File: src/rtl/intc_prio.sv
// Prioritised N-channel interrupt controller: sync, edge/level pending, mask, req/ack/EOI FSM.
// Latency: irq_in sampled at edge k -> pending_q after k+2 -> int_req after k+3.
// Backpressure: one request/ISR at a time; later sources stay pending until EOI.
module intc_prio #(
    parameter int                N_IRQ      = 3,
    parameter logic [N_IRQ-1:0]  EDGE_MASK  = {N_IRQ{1'b1}},
    parameter int                ADDR_W     = 16,
    parameter logic [ADDR_W-1:0] VEC_BASE   = 16'h0004,
    parameter int                VEC_STRIDE = 4,
    parameter int                ID_W       = 2
) (
    input  logic              clk,
    input  logic              reset,
    input  logic [N_IRQ-1:0]  irq_in,
    input  logic              cfg_we,
    input  logic              cfg_sel,
    input  logic [N_IRQ-1:0]  cfg_wdata,
    output logic [N_IRQ-1:0]  mask_q,
    output logic [N_IRQ-1:0]  pending_q,
    output logic              int_req,
    input  logic              int_ack,
    output logic [ID_W-1:0]   int_id,
    output logic [ADDR_W-1:0] int_vec,
    input  logic              int_eoi,
    output logic              in_service
);

    typedef enum logic [1:0] {ST_IDLE, ST_REQ, ST_SERVICE} state_t;

    state_t             r_state;
    state_t             w_state_nxt;
    logic [N_IRQ-1:0]   r_s1;
    logic [N_IRQ-1:0]   r_s2;
    logic [N_IRQ-1:0]   r_s3;
    logic [N_IRQ-1:0]   r_mask;
    logic [N_IRQ-1:0]   r_pend;
    logic [ID_W-1:0]    r_id;
    logic [ADDR_W-1:0]  r_vec;

    logic [N_IRQ-1:0]   w_elig;
    logic [N_IRQ-1:0]   w_id_oh;
    logic [N_IRQ-1:0]   w_set;
    logic [N_IRQ-1:0]   w_clr;
    logic [N_IRQ-1:0]   w_pend_nxt;
    logic [ID_W-1:0]    w_win;
    logic [ADDR_W-1:0]  w_vec;
    logic               w_load;
    logic               w_ack_clr;

    assign w_elig  = r_pend & r_mask;
    assign w_id_oh = N_IRQ'(1) << r_id;
    assign w_set   = r_s2 & ~r_s3;

    // Ack-time clear only matters for edge channels; level bits just follow the line.
    assign w_clr = ((cfg_we && cfg_sel) ? cfg_wdata : '0) | (w_ack_clr ? w_id_oh : '0);
    assign w_pend_nxt = (EDGE_MASK & (w_set | (r_pend & ~w_clr))) | (~EDGE_MASK & r_s2);

    always_comb begin
        w_win = '0;
        for (int i = N_IRQ - 1; i >= 0; i--) begin
            if (w_elig[i]) begin
                w_win = ID_W'(i);
            end
        end
    end

    assign w_vec = VEC_BASE + ADDR_W'(VEC_STRIDE) * ADDR_W'(w_win);

    always_comb begin
        w_state_nxt = r_state;
        w_load      = 1'b0;
        w_ack_clr   = 1'b0;
        case (r_state)
            ST_IDLE: begin
                if (|w_elig) begin
                    w_state_nxt = ST_REQ;
                    w_load      = 1'b1;
                end
            end
            ST_REQ: begin
                if (int_ack) begin
                    w_state_nxt = ST_SERVICE;
                    w_ack_clr   = 1'b1;
                end else if (!(|(w_elig & w_id_oh))) begin
                    w_state_nxt = ST_IDLE;
                end
            end
            ST_SERVICE: begin
                if (int_eoi) begin
                    w_state_nxt = ST_IDLE;
                end
            end
            default: w_state_nxt = ST_IDLE;
        endcase
    end

    always_ff @(posedge clk or negedge reset) begin
        if (!reset) begin
            r_state <= ST_IDLE;
            r_s1    <= '0;
            r_s2    <= '0;
            r_s3    <= '0;
            r_mask  <= '0;
            r_pend  <= '0;
            r_id    <= '0;
            r_vec   <= '0;
        end else begin
            r_state <= w_state_nxt;
            r_s1    <= irq_in;
            r_s2    <= r_s1;
            r_s3    <= r_s2;
            r_pend  <= w_pend_nxt;
            if (cfg_we && !cfg_sel) begin
                r_mask <= cfg_wdata;
            end
            if (w_load) begin
                r_id  <= w_win;
                r_vec <= w_vec;
            end
        end
    end

    assign mask_q     = r_mask;
    assign pending_q  = r_pend;
    assign int_req    = (r_state == ST_REQ);
    assign in_service = (r_state == ST_SERVICE);
    assign int_id     = r_id;
    assign int_vec    = r_vec;

endmodule

File: config.mk
export PLATFORM = sky130hd
export DESIGN_NAME = intc_prio
export DESIGN_NICKNAME = d
export VERILOG_FILES = /design/src/rtl/intc_prio.sv
export SDC_FILE = /design/constraint.sdc
export NUM_CORES = 1
export LEC_CHECK = 0
export ABC_AREA = 1
export CAP_MARGIN = 25
export CORE_MARGIN = 5
export CORE_UTILIZATION = 42
export DETAILED_ROUTE_END_ITERATION = 12
export PLACE_DENSITY = 0.77
export SKIP_CTS_REPAIR_TIMING = 1
export SYNTH_ARGS = -nofsm -noshare
export SYNTH_HDL_FRONTEND = slang
export SYNTH_SLANG_ARGS = --single-unit
File: constraint.sdc
create_clock -name clk -period 1.22 [get_ports clk]
set_input_delay 0.305 -clock clk [delete_from_list [all_inputs] [get_ports clk]]
set_output_delay 0.305 -clock clk [all_outputs]
set_load 0.05 [all_outputs]
==> results of run 1 <==
[synth_stat cells (all sizes together)]
master   n  share of area
buf     13           0.10
conb     1         0.0038
dfrtp   22           0.56
ha       1          0.013
inv     13          0.050
nand2   38           0.15
nand3   11          0.056
nand4    1         0.0064
nor2     7          0.029
nor3     1         0.0051
o21ai    3          0.019
o31ai    1         0.0077
[area by class of cell]
cell class,count,share of cell area
flip-flops and latches,22,0.357
repair buffers,41,0.339
multi-input cells,76,0.218
inverters,13,0.0310
well taps,28,0.0223
clock inverters,1,0.0191
clock buffers,3,0.0143
[kinds of logic (layout without fill, tap and decap cells)]
| family | count (synthesis) | in the layout | synth area share |
|---|---|---|---|
| AO/OA/AOI/OAI | 4 | 4 | 0.0268 |
| adder cells (fa/ha/maj) | 1 | 1 | 0.0128 |
| buffers and inverters | 26 | 58 | 0.149 |
| flip-flops | 22 | 22 | 0.562 |
| other | 1 | 13 | 0.00383 |
| AND/OR/NAND/NOR | 58 | 58 | 0.245 |
[metal layers]
| layer | vias to the layer above | global-route usage | part of all wire |
|---|---|---|---|
| met5 | - | 0 | 0 |
| met4 | 0 | 0.0762 | 0.029 |
| met3 | 8 | 0.0263 | 0.066 |
| met2 | 34 | 0.226 | 0.53 |
| met1 | 398 | 0.144 | 0.38 |
| li1 | 410 | - | - |
[flip-flops by register name, indices dropped and copies added (netlist names)]
| name | flops |
|---|---|
| r_s3 | 3 |
| r_state | 2 |
| r_s1 | 3 |
| int_vec | 3 |
| pending_q | 3 |
| mask_q | 3 |
| int_id | 2 |
| r_s2 | 3 |
[power by group]
group / leakage (nW) / switching, mW / internal (mW)
registers: 0.254 / 0.133 / 0.884
logic: 0.529 / 1.02 / 0.850
clock network: 0.0279 / 0.225 / 0.332
total: 0.811 / 1.38 / 2.07
[worst max path at each step]
stage                                       from                      to  slack, ps  cells after the start
after floorplan            mask_q[0]$_DFFE_PN0P_  int_vec[3]$_DFFE_PN0P_       -100                      6
after global placement                    cfg_we  pending_q[2]$_DFF_PN0_        -10                      6
after detailed placement                 int_ack  pending_q[2]$_DFF_PN0_        -50                      6
after CTS                 r_state[1]$_DFFE_PN0P_              in_service       -240                      3
after global routing      r_state[1]$_DFFE_PN0P_              in_service       -220                      3
final                     r_state[0]$_DFFE_PN0P_              in_service       -180                      3
==> impl_metrics.ini, run 1 <==
[power]
ir_worst_vdd_mv = 1.66
power_density_nw_per_um2 = 2190
cellLeakagePower_nw = 0.811
total_power_mw = 3.45

[detailed_routing]
wl_mm = 2.10
wl_per_cell_um = 11.4
viasPerCell = 4.62
antenna_left = 0
vias = 850
route.detailed.drc = 0
drt-initial-drc-count = 16
dr.pass1.iters = 6

[global_route]
gr-total-overflow = 0
antenna_found_initial = 0
grt_pass1_wl_mm = 3.27
grt_util_all_layers = 0.130
grt_max_degree = 23
grt_pass1_vias = 772

[timing]
finalMaxSlewViolations = 0
min_period_ps = 1400
final_hold_viol_count = 0
postLayoutSetupSlackWorst_ps = -176
clock.fmax_mhz = 716
finClkSkew_ps = 5.49
finalSetupViolations = 14
period_share = 1.14
tns_ps = -970
rsz0062_at_grt = yes
hold_ws_ps = 318

[setup_path]
cp_num_buf_inv = 2
critPathSlowestCell = dfrtp_1
cp_cell_sequence = buf_4 > nor2_4 > buf_12
crit_path_end_kind = primary output
cpLargestDelayFamily = flip-flops
reg2reg_setup_slack_ps = -30
cp.arrival_ps = 1090
cp_max_fo = 2
worstSetupStartpointType = register
crit_type = register to primary output
critPathMaxStageDelay_ps = 400
r2r_start = r_state[0]$_DFFE_PN0P_
reg2reg_depth = 6
required_ps = 910
r2r_end = int_id[1]$_DFFE_PN0P_

[clock_tree]
clock_path_buffers = 2
cts_sinks = 22
clkSlewWorstSetupHoldPaths_ps = 130
cts_tree = yes
clockRootBuffer = clkbuf_4
cts_buffers = 3
clk_latency_ps = 310
h-tree-depth = 1

[min_path]
min_path_type = input port to async pin

[cells_and_area]
fill_cells = 154
seq_area_sq_um = 562
finalNonFillerCells = 184
nets = 170
final_common_cell = nand2_1
multi_input_area_sq_um = 343
final_layout_size_suffix_gt1_frac = 0.314
most-common-layout-cells = nand2_1, buf_12, conb_1, dfrtp_1, inv_1
fin_area_sq_um = 1570
area_delta_synth_final_pct = 60.7
final_util = 0.712
insertedDiodeCount = 0

[logic_synthesis]
syn_area_per_cell_sq_um = 8.75
yosysUniqueCellTypes = 16
synth_area_sq_um = 980
yosys_register_bits = 22
yosys_warnings = 0
seq_area_frac_synth = 0.562
synthCells = 112

[place]
dpl_worst_slack_ps = -48.3
gp_congestion = 0.891
port_buffers = 24
dpl.cell_count = 174
place_hpwl_mm = 1.63
dpl_cell_area_sq_um = 1440

[floorplanning]
chipWidth_um = 58.3
initial_core_util = 0.443
io_pins = 38
die-area_sq_um = 3400
die_h_um = 58.3
rows = 17
fp.coreArea_sq_um = 2210

[run_status]
violations = negative setup slack
outcome = finished with violations

[run]
cap_violations = 0
Power figures use the tool's default switching activity.
==> run 2: changes to the inputs <==
Settings changed: SKIP_CTS_REPAIR_TIMING 1 to unset.
==> run 2 against run 1 <==
  * The flow still finishes with violations (negative setup slack)
  * Die area is the same
  * Count of clock-buffer cells in the layout stayed put
  * Total power increased by 5.2%
  * Largest power group unchanged
  * Highest routed layer unchanged
==> impl_metrics.ini, run 2 (synthesis gave the netlist of run 1 again) <==
[run_status]
outcome = finished with violations
violations = negative setup slack

[cells_and_area]
final_layout_size_suffix_gt1_frac = 0.379
nets = 175
insertedDiodeCount = 0
final_common_cell = nand2_1
fin_area_sq_um = 1650
most-common-layout-cells = nand2_1, dfrtp_1, buf_4
fill_cells = 143
area_delta_synth_final_pct = 68.1
final_util = 0.744

[global_route]
grt_pass1_vias = 837
gr-total-overflow = 0
antenna_found_initial = 0
grt_max_degree = 23
grt_util_all_layers = 0.144
grt_pass1_wl_mm = 3.66

[power]
clockPowerShare = 0.153
ir_worst_vdd_mv = 1.79
p_sw_frac = 0.405
sequentialPowerShare = 0.284
internal_power_mw = 2.15
cellLeakagePower_nw = 0.849
power_density_nw_per_um2 = 2200
power.switching_mw = 1.47
combPwrFrac = 0.563
total_power_mw = 3.62

[timing]
min_period_ps = 1390
rsz0062_at_grt = yes
finalSetupViolations = 8
postLayoutSetupSlackWorst_ps = -172
finClkSkew_ps = 8.33
tns_ps = -943
clock.fmax_mhz = 718
period_share = 1.14
final_hold_viol_count = 0
finalMaxSlewViolations = 0

[floorplanning]
fp.coreArea_sq_um = 2210
initial_core_util = 0.443
io_pins = 38
die_h_um = 58.3
chipWidth_um = 58.3
rows = 17
die-area_sq_um = 3400

[clock_tree]
cts_sinks = 22
clkSlewWorstSetupHoldPaths_ps = 120
clockRootBuffer = clkbuf_4
hold_buffers = 0
clk_latency_ps = 310
h-tree-depth = 1
clock_path_buffers = 2
cts_buffers = 3
cts_tree = yes

[setup_path]
crit_path_end_kind = primary output
crit_type = register to primary output
r2r_end = int_vec[3]$_DFFE_PN0P_
reg2reg_setup_slack_ps = 20
cp.arrival_ps = 1090
reg2reg_depth = 7
cp_max_fo = 3
r2r_start = mask_q[2]$_DFFE_PN0P_
worstSetupStartpointType = register
required_ps = 910

[detailed_routing]
route.detailed.drc = 0
drt-initial-drc-count = 26
wl_per_cell_um = 12.1
antenna_left = 0
viasPerCell = 4.60
vias = 869
wl_mm = 2.29
dr.pass1.iters = 4

[place]
dpl_cell_area_sq_um = 1440
place_hpwl_mm = 1.63
dpl_worst_slack_ps = -48.3
port_buffers = 24
gp_congestion = 0.891

[min_path]
min_path_type = input port to async pin

[run]
cap_violations = 0
## run 2: changes by cell type in the layout (fill, tap and decap cells not counted), moves of 3 or more
cell	delta
nand2_1	-4
buf_4	+5
inv_1	-3
inv_2	+3
## run 2: power groups by stage
| stage | Clock (mW) | Combinational [mW] | Sequential [mW] |
|---|---|---|---|
| floorplan | 0 | 0.575 | 1.34 |
| global placement | 0 | 1.68 | 1.03 |
| detailed placement | 0 | 1.72 | 1.03 |
| CTS | 0.569 | 1.92 | 1.02 |
| global route | 0.608 | 2.16 | 1.05 |
| finish | 0.555 | 2.04 | 1.03 |
## run 2: what timing repair did
action	CTS	global route
pin swaps	1	6
resized for setup	15	8
cloned	0	0
buffers inserted	7	4
endpoints found under the setup margin	11	16
## run 2: worst max-delay path by stage
stage	startpoint	to	depth (start not counted)
after global placement	cfg_we	pending_q[2]$_DFF_PN0_	6
after CTS	r_state[1]$_DFFE_PN0P_	in_service	3
after floorplan	mask_q[0]$_DFFE_PN0P_	int_vec[3]$_DFFE_PN0P_	6
after global routing	r_state[0]$_DFFE_PN0P_	int_req	3
final	r_state[0]$_DFFE_PN0P_	int_req	3
after detailed placement	int_ack	pending_q[2]$_DFF_PN0_	6
## run 2: stage by stage
stage | hold slack, ps | std cells
6_report | 317 | 189
5_1_grt | 306 | 189
4_1_cts | 315 | 185
3_5_place_dp | 335 | 174
3_3_place_gp | 332 | 174
2_1_floorplan | 9.41 | 124
## run 2: per-layer routing
layer,part of all wire,global-route usage,routed length [um]
met5,0,0,0
met4,0.022,0.0728,51
met3,0.060,0.0263,137
met2,0.53,0.254,1220
met1,0.39,0.167,884
## run 2: critical path, stage by stage, from the launching register on
cell	delay, ps
dfrtp_1	440
inv_2	70
nor2_4	120
buf_12	150
## run 2: final cells by class
type,count,area [sq um],area share
clock inverter,1,30.0,0.0182
multi-input combinational,76,380,0.231
sequential,22,559,0.340
timing repair buffer,46,571,0.347
clock buffer,3,22.5,0.0137
inverter,13,48.8,0.0296
tap,28,35.0,0.0213
